### src/rtl/mem_access_stage_pkg.sv
// -----------------------------------------------------------------------------
// mem_access_stage_pkg
// Shared encodings for the memory-access stage:
//   - write-back result select (WB_in_M[1:0])
//   - memory operation (Memory_in_M)
//   - access FSM state type
//   - sel_result(): write-back result mux shared by the M/WB and forward paths
// -----------------------------------------------------------------------------
package mem_access_stage_pkg;

  localparam logic [1:0] SEL_ALU  = 2'b00;
  localparam logic [1:0] SEL_MEM  = 2'b01;
  localparam logic [1:0] SEL_ZPAD = 2'b10;
  localparam logic [1:0] SEL_PC1  = 2'b11;

  localparam logic [1:0] MEM_RD = 2'b10;
  localparam logic [1:0] MEM_WR = 2'b01;

  typedef enum logic {
    IDLE = 1'b0,
    WAIT = 1'b1
  } state_t;

  function automatic logic [15:0] sel_result(
    input logic [1:0]  sel,
    input logic [15:0] alu,
    input logic [15:0] mem,
    input logic [15:0] zpad,
    input logic [15:0] pc1
  );
    logic [15:0] res;
    case (sel)
      SEL_ALU:  res = alu;
      SEL_MEM:  res = mem;
      SEL_ZPAD: res = zpad;
      SEL_PC1:  res = pc1;
      default:  res = alu;
    endcase
    return res;
  endfunction

endpackage

### src/rtl/mem_access_stage_wb_reg.sv
// -----------------------------------------------------------------------------
// mem_wb_reg
// M/WB pipeline register with bubble insertion.
//   clock, reset : clock and synchronous active-high reset
//   i_done       : stage completes this cycle (no stall)
//   i_kill       : completing instruction retires as bubble (abort / illegal)
//   i_wb, i_result, i_dest, i_valid : values to capture
//   o_wb, o_result, o_dest, o_valid : registered M/WB outputs
// -----------------------------------------------------------------------------
module mem_wb_reg
  import mem_access_stage_pkg::*;
(
  input  logic        clock,
  input  logic        reset,
  input  logic        i_done,
  input  logic        i_kill,
  input  logic [2:0]  i_wb,
  input  logic [15:0] i_result,
  input  logic [2:0]  i_dest,
  input  logic        i_valid,
  output logic [2:0]  o_wb,
  output logic [15:0] o_result,
  output logic [2:0]  o_dest,
  output logic        o_valid
);

  logic [2:0]  r_wb;
  logic [15:0] r_result;
  logic [2:0]  r_dest;
  logic        r_valid;

  // NOTE: sequential state uses non-blocking assignments so every register
  // samples pre-edge values regardless of statement order.
  always_ff @(posedge clock) begin
    if (reset) begin
      r_wb     <= 3'b000;
      r_result <= 16'h0000;
      r_dest   <= 3'b000;
      r_valid  <= 1'b0;
    end else if (!i_done) begin
      // Stalled: the instruction stays in M, downstream sees a full bubble.
      r_wb     <= 3'b000;
      r_result <= 16'h0000;
      r_dest   <= 3'b000;
      r_valid  <= 1'b0;
    end else begin
      // A killed instruction still moves on but can never write back.
      r_wb     <= i_kill ? 3'b000 : i_wb;
      r_result <= i_result;
      r_dest   <= i_dest;
      r_valid  <= i_kill ? 1'b0 : i_valid;
    end
  end

  assign o_wb     = r_wb;
  assign o_result = r_result;
  assign o_dest   = r_dest;
  assign o_valid  = r_valid;

endmodule

### src/rtl/mem_access_stage.sv
// -----------------------------------------------------------------------------
// mem_access_stage
// Memory-access stage: issues data-memory loads/stores over a req/ready
// handshake with a bounded wait, stalls upstream while an access is
// outstanding, selects the write-back value, registers it into M/WB and
// offers a same-cycle forwarding path to EX.
//   Inputs : clock, reset, *_in_M (EX/M register), dmem_ready, dmem_rdata
//   Outputs: dmem_req/we/addr/wdata, mem_stall, mem_fault (sticky timeout),
//            mem_illegal, fwd_en/dest/data, *_out_M_WB (M/WB register)
// -----------------------------------------------------------------------------
module mem_access_stage
  import mem_access_stage_pkg::*;
#(
  parameter int TIMEOUT_CYCLES = 255
) (
  input  logic        clock,
  input  logic        reset,
  input  logic [15:0] PC_plus1_in_M,
  input  logic [2:0]  WB_in_M,
  input  logic [1:0]  Memory_in_M,
  input  logic [15:0] Memory_data_write_in_M,
  input  logic [15:0] ALU_in_M,
  input  logic [15:0] Zero_pad_in_M,
  input  logic [2:0]  Dest_in_M,
  input  logic        Valid_in_M,
  output logic        dmem_req,
  output logic        dmem_we,
  output logic [15:0] dmem_addr,
  output logic [15:0] dmem_wdata,
  input  logic        dmem_ready,
  input  logic [15:0] dmem_rdata,
  output logic        mem_stall,
  output logic        mem_fault,
  output logic        mem_illegal,
  output logic        fwd_en,
  output logic [2:0]  fwd_dest,
  output logic [15:0] fwd_data,
  output logic [2:0]  WB_out_M_WB,
  output logic [15:0] Result_out_M_WB,
  output logic [2:0]  Dest_out_M_WB,
  output logic        Valid_out_M_WB
);

  // Last wait count before the access is given up.
  localparam logic [7:0] LP_LAST = 8'(TIMEOUT_CYCLES - 1);

  state_t      r_state;
  logic [7:0]  r_wait_cnt;
  logic        r_fault;

  logic        w_memop;
  logic        w_illegal;
  logic        w_abort;
  logic        w_stall;
  logic        w_done;
  logic [15:0] w_result;

  assign w_memop   = Valid_in_M & ((Memory_in_M == MEM_RD) | (Memory_in_M == MEM_WR));
  assign w_illegal = Valid_in_M & (Memory_in_M == 2'b11);
  assign w_abort   = (r_state == WAIT) & (r_wait_cnt == LP_LAST) & ~dmem_ready;
  assign w_stall   = w_memop & ~dmem_ready & ~w_abort;
  assign w_done    = ~w_stall;

  assign w_result = sel_result(WB_in_M[1:0], ALU_in_M, dmem_rdata,
                               Zero_pad_in_M, PC_plus1_in_M);

  assign dmem_req   = w_memop & ~w_abort;
  assign dmem_we    = Memory_in_M[0];
  assign dmem_addr  = ALU_in_M;
  assign dmem_wdata = Memory_data_write_in_M;

  assign mem_stall   = w_stall;
  assign mem_fault   = r_fault;
  assign mem_illegal = w_illegal;

  assign fwd_en   = Valid_in_M & WB_in_M[2] & w_done & ~w_abort & ~w_illegal;
  assign fwd_dest = Dest_in_M;
  assign fwd_data = w_result;

  // The IDLE cycle of a stalled request counts as wait cycle 0, so the
  // request is abandoned after TIMEOUT_CYCLES-1 stalled cycles.
  always_ff @(posedge clock) begin
    if (reset) begin
      r_state    <= IDLE;
      r_wait_cnt <= 8'd0;
      r_fault    <= 1'b0;
    end else begin
      case (r_state)
        IDLE: begin
          if (w_memop && !dmem_ready) begin
            r_state    <= WAIT;
            r_wait_cnt <= 8'd1;
          end
        end
        WAIT: begin
          if (dmem_ready) begin
            r_state    <= IDLE;
            r_wait_cnt <= 8'd0;
          end else if (r_wait_cnt == LP_LAST) begin
            r_state    <= IDLE;
            r_wait_cnt <= 8'd0;
            r_fault    <= 1'b1;
          end else begin
            r_wait_cnt <= r_wait_cnt + 8'd1;
          end
        end
        default: begin
          r_state    <= IDLE;
          r_wait_cnt <= 8'd0;
        end
      endcase
    end
  end

  mem_wb_reg u_mem_wb_reg (
    .clock    (clock),
    .reset    (reset),
    .i_done   (w_done),
    .i_kill   (w_abort | w_illegal),
    .i_wb     (WB_in_M),
    .i_result (w_result),
    .i_dest   (Dest_in_M),
    .i_valid  (Valid_in_M),
    .o_wb     (WB_out_M_WB),
    .o_result (Result_out_M_WB),
    .o_dest   (Dest_out_M_WB),
    .o_valid  (Valid_out_M_WB)
  );

endmodule

### config.mk
export PLATFORM = sky130hd
export DESIGN_NAME = mem_access_stage
export DESIGN_NICKNAME = d
export VERILOG_FILES = /design/src/rtl/mem_access_stage_pkg.sv /design/src/rtl/mem_access_stage_wb_reg.sv /design/src/rtl/mem_access_stage.sv
export SDC_FILE = /design/constraint.sdc
export NUM_CORES = 1
export LEC_CHECK = 0
export CAP_MARGIN = 20
export CELL_PAD_IN_SITES_DETAIL_PLACEMENT = 0
export CELL_PAD_IN_SITES_GLOBAL_PLACEMENT = 2
export CORE_MARGIN = 4
export CORE_UTILIZATION = 15
export CTS_CLUSTER_SIZE = 25
export DETAILED_ROUTE_END_ITERATION = 10
export PLACE_DENSITY_LB_ADDON = 0.1
export SLEW_MARGIN = 20
export SYNTH_ARGS = -nofsm -noshare
export SYNTH_HDL_FRONTEND = slang
export SYNTH_SLANG_ARGS = --single-unit
### constraint.sdc
create_clock -name clock -period 1.55 [get_ports clock]
set_input_delay 0.155 -clock clock [delete_from_list [all_inputs] [get_ports clock]]
set_output_delay 0.155 -clock clock [all_outputs]
set_load 0.005 [all_outputs]
Word level (Yosys, flattened, before mapping)
Cells that the tools add are included.

Output and inout bits: 80. Register bits after elaboration: 33. Logic and storage cells: 49.

Eq/ne operators: 8. Add/subtract/negate cells: 1. Muxes and demuxes: 9. Reductions and logical operators: 6. Bitwise logic cells: 18.

Operators with widths (number): 16-bit one-hot mux with 4 select lines (1); 8-bit 2-to-1 mux (3); 8-bit one-hot mux with 2 select lines (1); 1-bit bitwise AND (11); 8-bit by 1-bit adder with 8-bit output (second input constant) (1); 2-bit equality test (second input constant) (4); 8-bit equality test (second input constant) (1); 1-bit inverter (5); 2-bit by 1-bit equality test with 1-bit output (second input constant) (2); 1-bit 2-to-1 mux (3); 3-bit AND reduction (1); 3-bit OR reduction (1); 2-bit logical NOT (1); 2-bit inequality test (second input constant) (1); 1-bit OR (2); 1-bit one-hot mux with 2 select lines (1); 2-bit OR reduction (1); 1-bit logical AND (1); 1-bit logical NOT (1).

Longest topological paths before layout
Gate-level depths: netlist of run 1.

Depth in word-level cells: 9. Depth in mapped cells: 7. Depth with buffers taken out: 6.

By module
Synthesis of run 1 repeated with hierarchy kept, for this count alone.

Cell total of the unflattened synthesis: 172. Area total of the unflattened synthesis: 1961.9 um^2.

By module, submodules not included: mem_access_stage (instances 1, area an instance 1248.7 um^2, cells each 122); mem_wb_reg (instances 1, area an instance 713.2 um^2, cells each 50).

Least setup slack after synthesis of run 1
No wires, ideal clock.

Path kind: register to register. From: register r_wait_cnt[0]. To: register r_wait_cnt[7]. Data required time: 1.476 ns. Data arrival time: 1.523 ns. Library setup time: 0.074 ns. Stages on the path, launching flop included: 7. Path slack: -0.047 ns. Path buffers: 0. Cells stage by stage: dfxtp_1 inv_1 ha_1 and3_1 a31o_4 or3_1 a31oi_1.

Word-level cells in the longest chain between the ends: 4.

Ends and longest elaborated chain: start, declared (line mem_access_stage.sv:48) `logic [7:0] r_wait_cnt;`; start signal, assigned (line mem_access_stage.sv:104) `r_wait_cnt <= r_wait_cnt + 8'd1;`; 8-bit by 1-bit adder with 8-bit output / 8-bit equality test (equally long branches) (line mem_access_stage.sv:104, mem_access_stage.sv:99); 8-bit 2-to-1 mux (*) (line mem_access_stage.sv:99) `end else if (r_wait_cnt == LP_LAST) begin`; 8-bit 2-to-1 mux (*) (line mem_access_stage.sv:96) `if (dmem_ready) begin`; 8-bit one-hot mux with 2 select lines (*) (line mem_access_stage.sv:88) `case (r_state)`.

Mark *: on every way between the ends. The rest lies on a longest branch, timed or not. A chain may end at the register's enable or synchronous reset.

Worst setup path in the final report of run 1
From: register r_wait_cnt[0]. To: output dmem_req.

Word-level cells in the longest chain between the ends: 5.

Ends and longest elaborated chain: 8-bit equality test (line mem_access_stage.sv:60) `assign w_abort = (r_state == WAIT) & (r_wait_cnt == LP_LAST) & ~dmem_ready;`; 1-bit bitwise AND (2 in series) (line mem_access_stage.sv:60); 1-bit inverter (line mem_access_stage.sv:67) `assign dmem_req = w_memop & ~w_abort;`; 1-bit bitwise AND (line mem_access_stage.sv:67); end, declared (line mem_access_stage.sv:26) `output logic dmem_req,`.

No other way between the ends.

==> metrics.txt, run 1 <==
# TYPE chip_impl_metric gauge
chip_impl_metric{name="syn2layout_area_growth",unit="%"} 93.3
chip_impl_metric{name="vias_in_the_first_global_route",unit=""} 1978
chip_impl_metric{name="internal_dissipation",unit="µW"} 2100
chip_impl_metric{name="fmaxAchievable",unit="MHz"} 643
chip_impl_info{name="library_cell_with_the_largest_summed_area_after_synthesis",value="dfxtp_1"} 1
chip_impl_info{name="top_usage_layer",value="met2"} 1
chip_impl_metric{name="setup_violating_endpoint_count_in_the_final_report",unit=""} 2
chip_impl_metric{name="synth-seq-area-share",unit="%"} 34.8
chip_impl_metric{name="post_synth_num_cell_types",unit=""} 33
chip_impl_metric{name="place.detailed.hpwl",unit="mm"} 6.16
chip_impl_metric{name="finalNetCount",unit=""} 403
chip_impl_metric{name="route.antenna.remaining_nets",unit=""} 0
chip_impl_metric{name="power",unit="µW"} 2730
chip_impl_metric{name="wire_per_inst",unit="µm"} 15.4
chip_impl_metric{name="fin_ws",unit="ps"} -5.91
chip_impl_metric{name="critical_path_arrival",unit="ps"} 1400
chip_impl_metric{name="synth_seq_cells",unit=""} 33
chip_impl_metric{name="netlist_area",unit="µm²"} 1900
chip_impl_metric{name="fraction_of_layout_instances_using_a_drive_strength_above_1",unit="%"} 26.9
chip_impl_metric{name="worst_ir_drop_vdd",unit="V"} 0.000365
chip_impl_info{name="startpoint_class_of_the_critical_path",value="flop"} 1
chip_impl_metric{name="number_of_vias_per_cell",unit=""} 3.64
chip_impl_metric{name="avg_inst_size_synth",unit="µm²"} 11.2
chip_impl_metric{name="global_route.usage.total",unit="%"} 10.2
chip_impl_metric{name="min_period",unit="ps"} 1560
chip_impl_info{name="commonest_non_fill_non_tap_cell_in_the_layout",value="clkdlybuf4s50_1"} 1
chip_impl_metric{name="placeableCoreArea",unit="µm²"} 12200
chip_impl_metric{name="skew",unit="ps"} 6.85
chip_impl_metric{name="final_instance_count_excl_fillers",unit=""} 477
chip_impl_info{name="netlist_top_cells_area",value="dfxtp_1, mux4_2, buf_4, and2_1, xor2_1"} 1
chip_impl_metric{name="min_period_over_period",unit="%"} 100
chip_impl_metric{name="firstDrtPassIters",unit=""} 3
chip_impl_metric{name="num-fill-cells",unit=""} 1304
chip_impl_info{name="failed_checks",value="negative setup slack"} 1
chip_impl_metric{name="place_inst",unit=""} 461
chip_impl_metric{name="port_buffers",unit=""} 139
chip_impl_info{name="mostFrequentLayoutCells",value="clkdlybuf4s50_1, dfxtp_1, buf_4, and2_1, mux4_2"} 1
chip_impl_metric{name="die_h",unit="µm"} 120
chip_impl_info{name="hold_class",value="in -> reg"} 1
chip_impl_info{name="end_kind",value="output port"} 1
chip_impl_info{name="unrepaired_setup_endpoints_after_global_routing",value="true"} 1
chip_impl_metric{name="drc",unit=""} 0
chip_impl_metric{name="p_sw_share",unit="%"} 23.2
chip_impl_metric{name="largest_net_degree_at_the_start_of_global_routing",unit=""} 20
chip_impl_metric{name="met2_layer_usage_reported_by_global_route",unit="%"} 17.6
chip_impl_metric{name="finalMaxSlewViolations",unit=""} 0
chip_impl_metric{name="grt_first_pass_wirelength",unit="mm"} 11.3
chip_impl_metric{name="max_cap_violations",unit=""} 0
chip_impl_info{name="clock_tree.root_cell",value="clkbuf_16"} 1
chip_impl_metric{name="grt_util_met3",unit="%"} 6.22
chip_impl_metric{name="floorplan.rows",unit=""} 40
chip_impl_metric{name="clock_path_buffers",unit=""} 2
chip_impl_metric{name="clk_pin_slew",unit="ps"} 60
chip_impl_metric{name="antenna_found_initial",unit=""} 0
chip_impl_metric{name="final_cell_area",unit="µm²"} 3670
chip_impl_metric{name="switchingPower",unit="µW"} 634
chip_impl_metric{name="antennaDiodeCount",unit=""} 0
chip_impl_metric{name="final_hold_viol_count",unit=""} 0
chip_impl_metric{name="die_width",unit="µm"} 120
chip_impl_info{name="outcome",value="finished, violations left"} 1
chip_impl_metric{name="combinationalPowerShare",unit="%"} 27.6
chip_impl_metric{name="grt_remaining_overflow",unit=""} 0
chip_impl_metric{name="drt_iter0_drc",unit=""} 47
chip_impl_metric{name="post_synth_inst_count",unit=""} 169
chip_impl_info{name="tritoncts",value="built"} 1
chip_impl_metric{name="initial_cell_density_of_the_core",unit="%"} 15.5
chip_impl_metric{name="route.final.wire_length",unit="mm"} 7.35
chip_impl_metric{name="clock_latency_on_the_worst_skew_pair",unit="ps"} 280
chip_impl_metric{name="hold_buf_cts",unit=""} 0
chip_impl_metric{name="cts_made_buffers",unit=""} 5
chip_impl_metric{name="worst_slew_pin_slew",unit="ps"} 249
chip_impl_metric{name="grt.met1_usage",unit="%"} 10.6
chip_impl_metric{name="synth.net_count",unit=""} 264
chip_impl_metric{name="p_seq_share",unit="%"} 33.5
chip_impl_metric{name="synth.yosys.warnings",unit=""} 0
chip_impl_info{name="critical_path_type",value="reg -> out"} 1
chip_impl_metric{name="die-area",unit="µm²"} 14500
chip_impl_metric{name="numClockSinks",unit=""} 33
chip_impl_metric{name="io-pin-count",unit=""} 172
chip_impl_metric{name="final_core_utilization",unit="%"} 30.0
chip_impl_metric{name="p_clk_share",unit="%"} 38.9
chip_impl_metric{name="routabilityCongestion",unit=""} 0.706
chip_impl_metric{name="worst-path-max-fanout",unit=""} 5
chip_impl_metric{name="h_tree_level_count",unit=""} 2
chip_impl_metric{name="power-per-cell-area",unit="nW/µm²"} 746
chip_impl_metric{name="synth_largest_type_area_fraction",unit="%"} 34.8
chip_impl_metric{name="placed_cell_area",unit="µm²"} 3420
chip_impl_metric{name="detailroute.via_count",unit=""} 1736
chip_impl_metric{name="relSlewSlack",unit="%"} 83.4
chip_impl_metric{name="static-leakage-power",unit="µW"} 0.00145
chip_impl_metric{name="worst_ep_required_time",unit="ps"} 1390
[worst max-delay path, stage by stage, from the launching register on]
cell and delay (ps):
dfxtp_2 320, inv_2 70, ha_4 120, and3_4 200, nand4_4 110, and3_4 200, buf_6 110
[area by class of cell]
class,instances,area [µm²],share of cell area (%)
sequential,33,663,18.1
timing repair buffer,176,1690,46.1
multi-input combinational,90,938,25.6
clock buffer,7,153,4.16
inverter,2,7.51,0.205
tap,168,210,5.73
clock inverter,1,5.00,0.137
[stage by stage]
stage	hold WS [ps]	TNS (ps)	worst slack (ps)
after floorplan	220	0	25.0
after global placement	310	-19780	-542
after detailed placement	310	-19680	-551
after CTS	310	-187	-114
after global routing	305	-717	-92.7
final	277	-6.88	-5.91
[state kept, by name, indices dropped and copies added, names as in the netlist]
signal                 count
r_wait_cnt                 8
r_state                    1
u_mem_wb_reg.o_valid       1
u_mem_wb_reg.o_dest        3
u_mem_wb_reg.o_wb          3
mem_fault                  1
u_mem_wb_reg.o_result     16
[kinds of logic after synthesis]
logic type / count (synthesis) / share of synthesized area (%)
AOI/OAI and AO/OA: 15 / 7.12
xor gates and xnor gates: 5 / 2.31
adders and majority gates: 3 / 1.98
buffers and inverters: 46 / 17.7
DFF: 33 / 34.8
muxes: 16 / 19.0
and+or+nand+nor: 51 / 17.1
[layer usage]
metal / up-vias / part of all wire [%]
met5: - / 0
li1: 836 / -
met4: 0 / 1.2
met3: 9 / 12
met2: 106 / 50
met1: 785 / 36
[Yosys cell counts, drive strengths merged]
library cell,instances
o2111ai,2
nand3,1
a2bb2oi,1
nand2,1
and4,1
a31oi,2
and3,3
a21o,1
nand4,2
o21ai,2
a31o,1
and3b,2
clkbuf,1
and2,26
ha,3
or2,1
buf,43
o211ai,2
dfxtp,33
and2b,2
or3,1
inv,2
mux4,16
a211oi,1
xor2,5
a21oi,3
nand2b,2
nor2,9
[timing repair]
action,4_1_cts,5_1_grt
pin swaps,7,4
gates resized for setup,61,6
gates cloned,0,0
setup buffers,8,0
endpoints found under the setup margin,50,29
[power by group through the flow]
stage / registers, µW / logic, µW / clock network (µW)
after floorplan: 940 / 275 / 0
after global routing: 920 / 816 / 1150
final: 916 / 755 / 1060
after CTS: 916 / 773 / 1130
after detailed placement: 932 / 773 / 0
after global placement: 931 / 781 / 0
[path summary, 6_finish.rpt]
kind / start / to / slack, ps / cells past startpoint
setup reg to reg: r_wait_cnt[0] / r_wait_cnt[7] / 60 / 6
hold / removal: Valid_in_M / u_mem_wb_reg.o_valid / 280 / 3
hold reg to reg: mem_fault / mem_fault / 450 / 2
setup / recovery: r_wait_cnt[0] / dmem_req / -6 / 6
Note: power is estimated with default switching activity, not from simulation.
==> run 2: changes to the inputs <==
Settings changed: TNS_END_PERCENT set to 1.
Clock period 1.55 ns to 1.4 ns, I/O delays scaled along.
==> metrics.txt, run 2 (synthesis results as in run 1) <==
# TYPE chip_impl_metric gauge
chip_impl_info{name="outcome",value="finished, violations left"} 1
chip_impl_info{name="failed_checks",value="negative setup slack"} 1
chip_impl_metric{name="worstSetupPathDepth",unit=""} 9
chip_impl_metric{name="firstDrtPassIters",unit=""} 3
chip_impl_metric{name="global_route.usage.total",unit="%"} 9.72
chip_impl_metric{name="min_period",unit="ps"} 1570
chip_impl_metric{name="min_period_over_period",unit="%"} 112
chip_impl_info{name="clock_tree.root_cell",value="clkbuf_16"} 1
chip_impl_metric{name="max_cap_violations",unit=""} 0
chip_impl_metric{name="largest_net_degree_at_the_start_of_global_routing",unit=""} 20
chip_impl_metric{name="final_instance_count_excl_fillers",unit=""} 477
chip_impl_metric{name="io-pin-count",unit=""} 172
chip_impl_metric{name="final_hold_viol_count",unit=""} 0
chip_impl_metric{name="place_inst",unit=""} 463
chip_impl_info{name="end_kind",value="flop"} 1
chip_impl_metric{name="clk_pin_slew",unit="ps"} 60
chip_impl_metric{name="clock_path_buffers",unit=""} 2
chip_impl_metric{name="port_buffers",unit=""} 139
chip_impl_metric{name="static-leakage-power",unit="µW"} 0.00144
chip_impl_metric{name="finalNetCount",unit=""} 404
chip_impl_metric{name="vias_in_the_first_global_route",unit=""} 2005
chip_impl_info{name="cpMaxStageDelayCell",value="dfxtp_2"} 1
chip_impl_metric{name="die_width",unit="µm"} 120
chip_impl_metric{name="final_core_utilization",unit="%"} 29.7
chip_impl_metric{name="finalMaxSlewViolations",unit=""} 0
chip_impl_metric{name="fin_ws",unit="ps"} -167
chip_impl_info{name="tritoncts",value="built"} 1
chip_impl_metric{name="floorplan.rows",unit=""} 40
chip_impl_metric{name="reg2regPathDepth",unit=""} 9
chip_impl_metric{name="hold_buf_cts",unit=""} 0
chip_impl_metric{name="die_h",unit="µm"} 120
chip_impl_metric{name="placeableCoreArea",unit="µm²"} 12200
chip_impl_metric{name="grt_first_pass_wirelength",unit="mm"} 10.9
chip_impl_metric{name="cts_made_buffers",unit=""} 5
chip_impl_metric{name="worst_slew_pin_slew",unit="ps"} 254
chip_impl_metric{name="number_of_vias_per_cell",unit=""} 3.62
chip_impl_metric{name="skew",unit="ps"} 8.50
chip_impl_metric{name="worst_ir_drop_vdd",unit="V"} 0.000331
chip_impl_metric{name="route.final.wire_length",unit="mm"} 6.92
chip_impl_metric{name="setup_violating_endpoint_count_in_the_final_report",unit=""} 27
chip_impl_metric{name="worst-path-max-fanout",unit=""} 19
chip_impl_info{name="critical_path_cell_by_cell",value="inv_2, ha_4, and3_4, nand4_4, buf_6, buf_6, a21oi_4, buf_12, and2_1"} 1
chip_impl_metric{name="clock_latency_on_the_worst_skew_pair",unit="ps"} 270
chip_impl_metric{name="routabilityCongestion",unit=""} 0.670
chip_impl_metric{name="power-per-cell-area",unit="nW/µm²"} 788
chip_impl_metric{name="placed_cell_area",unit="µm²"} 3460
chip_impl_metric{name="syn2layout_area_growth",unit="%"} 91.2
chip_impl_metric{name="h_tree_level_count",unit=""} 2
chip_impl_metric{name="buf_inv_stages_crit_path",unit=""} 4
chip_impl_metric{name="initial_cell_density_of_the_core",unit="%"} 15.5
chip_impl_info{name="startpoint_class_of_the_critical_path",value="flop"} 1
chip_impl_info{name="critical_path_type",value="reg -> reg"} 1
chip_impl_info{name="unrepaired_setup_endpoints_after_global_routing",value="true"} 1
chip_impl_info{name="timing.critical_path.mode_cell",value="buf_6"} 1
chip_impl_metric{name="place.detailed.hpwl",unit="mm"} 5.70
chip_impl_metric{name="hold-path-cell-count",unit=""} 0
chip_impl_metric{name="grt_remaining_overflow",unit=""} 0
chip_impl_metric{name="final_cell_area",unit="µm²"} 3630
chip_impl_metric{name="die-area",unit="µm²"} 14500
chip_impl_metric{name="numClockSinks",unit=""} 33
chip_impl_metric{name="largest_register_ffs",unit=""} 16
chip_impl_metric{name="antenna_found_initial",unit=""} 1
chip_impl_metric{name="drc",unit=""} 0
chip_impl_metric{name="critical_path_arrival",unit="ps"} 1780
chip_impl_metric{name="power",unit="µW"} 2860
chip_impl_info{name="hold_class",value="in -> out"} 1
chip_impl_metric{name="fraction_of_layout_instances_using_a_drive_strength_above_1",unit="%"} 31.5
chip_impl_metric{name="dp_slack",unit="ps"} -705
chip_impl_info{name="mostFrequentLayoutCells",value="clkdlybuf4s50_1, dfxtp_1, buf_4, and2_1, mux4_2"} 1
chip_impl_metric{name="fmaxAchievable",unit="MHz"} 638
chip_impl_metric{name="wire_per_inst",unit="µm"} 14.5
chip_impl_metric{name="critPathMaxStageDelay",unit="ps"} 320
chip_impl_metric{name="worst_ep_required_time",unit="ps"} 1610
chip_impl_info{name="commonest_non_fill_non_tap_cell_in_the_layout",value="clkdlybuf4s50_1"} 1
chip_impl_metric{name="detailroute.via_count",unit=""} 1729
chip_impl_metric{name="relSlewSlack",unit="%"} 83.0
chip_impl_metric{name="drt_iter0_drc",unit=""} 45
chip_impl_metric{name="route.antenna.remaining_nets",unit=""} 0
chip_impl_info{name="critPathTopFamily",value="buffers and inverters"} 1
==> run 2: cell count changes in the layout (fill, tap and decap cells not counted), moves of 2 or more <==
cell / before / now
buf_2: 4 / 12
clkdlybuf4s15_1: 6 / 0
clkbuf_2: 0 / 5
clkdlybuf4s50_1: 114 / 110
dlygate4sd2_1: 11 / 8
buf_12: 2 / 4
clkbuf_8: 2 / 0
==> run 2: worst paths after layout <==
kind,from,to,slack (ps)
hold reg to reg,mem_fault,mem_fault,440
setup / recovery,r_wait_cnt[0],u_mem_wb_reg.o_result[13],-170
hold / removal,Memory_data_write_in_M[4],dmem_wdata[4],280
setup reg to reg,r_wait_cnt[0],u_mem_wb_reg.o_result[13],-170
==> run 2: cell type report <==
| cell class | count | area (µm²) |
|---|---|---|
| fillers | 1315 | 8590 |
| repair buffers | 177 | 1670 |
| multi-input cells | 90 | 948 |
| flip-flops and latches | 33 | 662 |
| well taps | 168 | 210 |
| clock buffers | 5 | 125 |
| inverters | 2 | 7.51 |
| clock inverters | 1 | 5.00 |
| diodes | 1 | 2.50 |
==> run 2: metrics by stage <==
step / hold WS (ps) / setup TNS, ps
detailed placement: 280 / -22360
global placement: 280 / -22400
finish: 280 / -3500
floorplan: 205 / -29.9
global route: 280 / -6120
CTS: 280 / -4100
==> run 2: routing by layer <==
layer  GRT usage, %  wire (µm)  vias up
li1               -          -      843
met1           9.74       2460      775
met2           16.2       3360      105
met3           7.02       1030        6
met4           2.41         65        0
met5              0          0        -
==> run 2: worst register-to-register path: stages (launching register included) <==
cell,delay [ps]
dfxtp_2,320
inv_2,70
ha_4,130
and3_4,200
nand4_4,110
buf_6,140
buf_6,110
a21oi_4,130
buf_12,160
and2_1,140
==> run 2: power breakdown <==
part           leakage [µW]  internal, µW  switching, µW
registers          0.000272           997           16.7
clock network     0.0000655           635            382
logic               0.00111           569            256
total               0.00144          2200            655
==> run 2: what timing repair did <==
item,4_1_cts,5_1_grt
buffers inserted,6,0
pin swaps,15,2
resized for setup,90,8
endpoints found under the setup margin,51,35
endpoints found under the hold margin,0,0
cloned,1,0
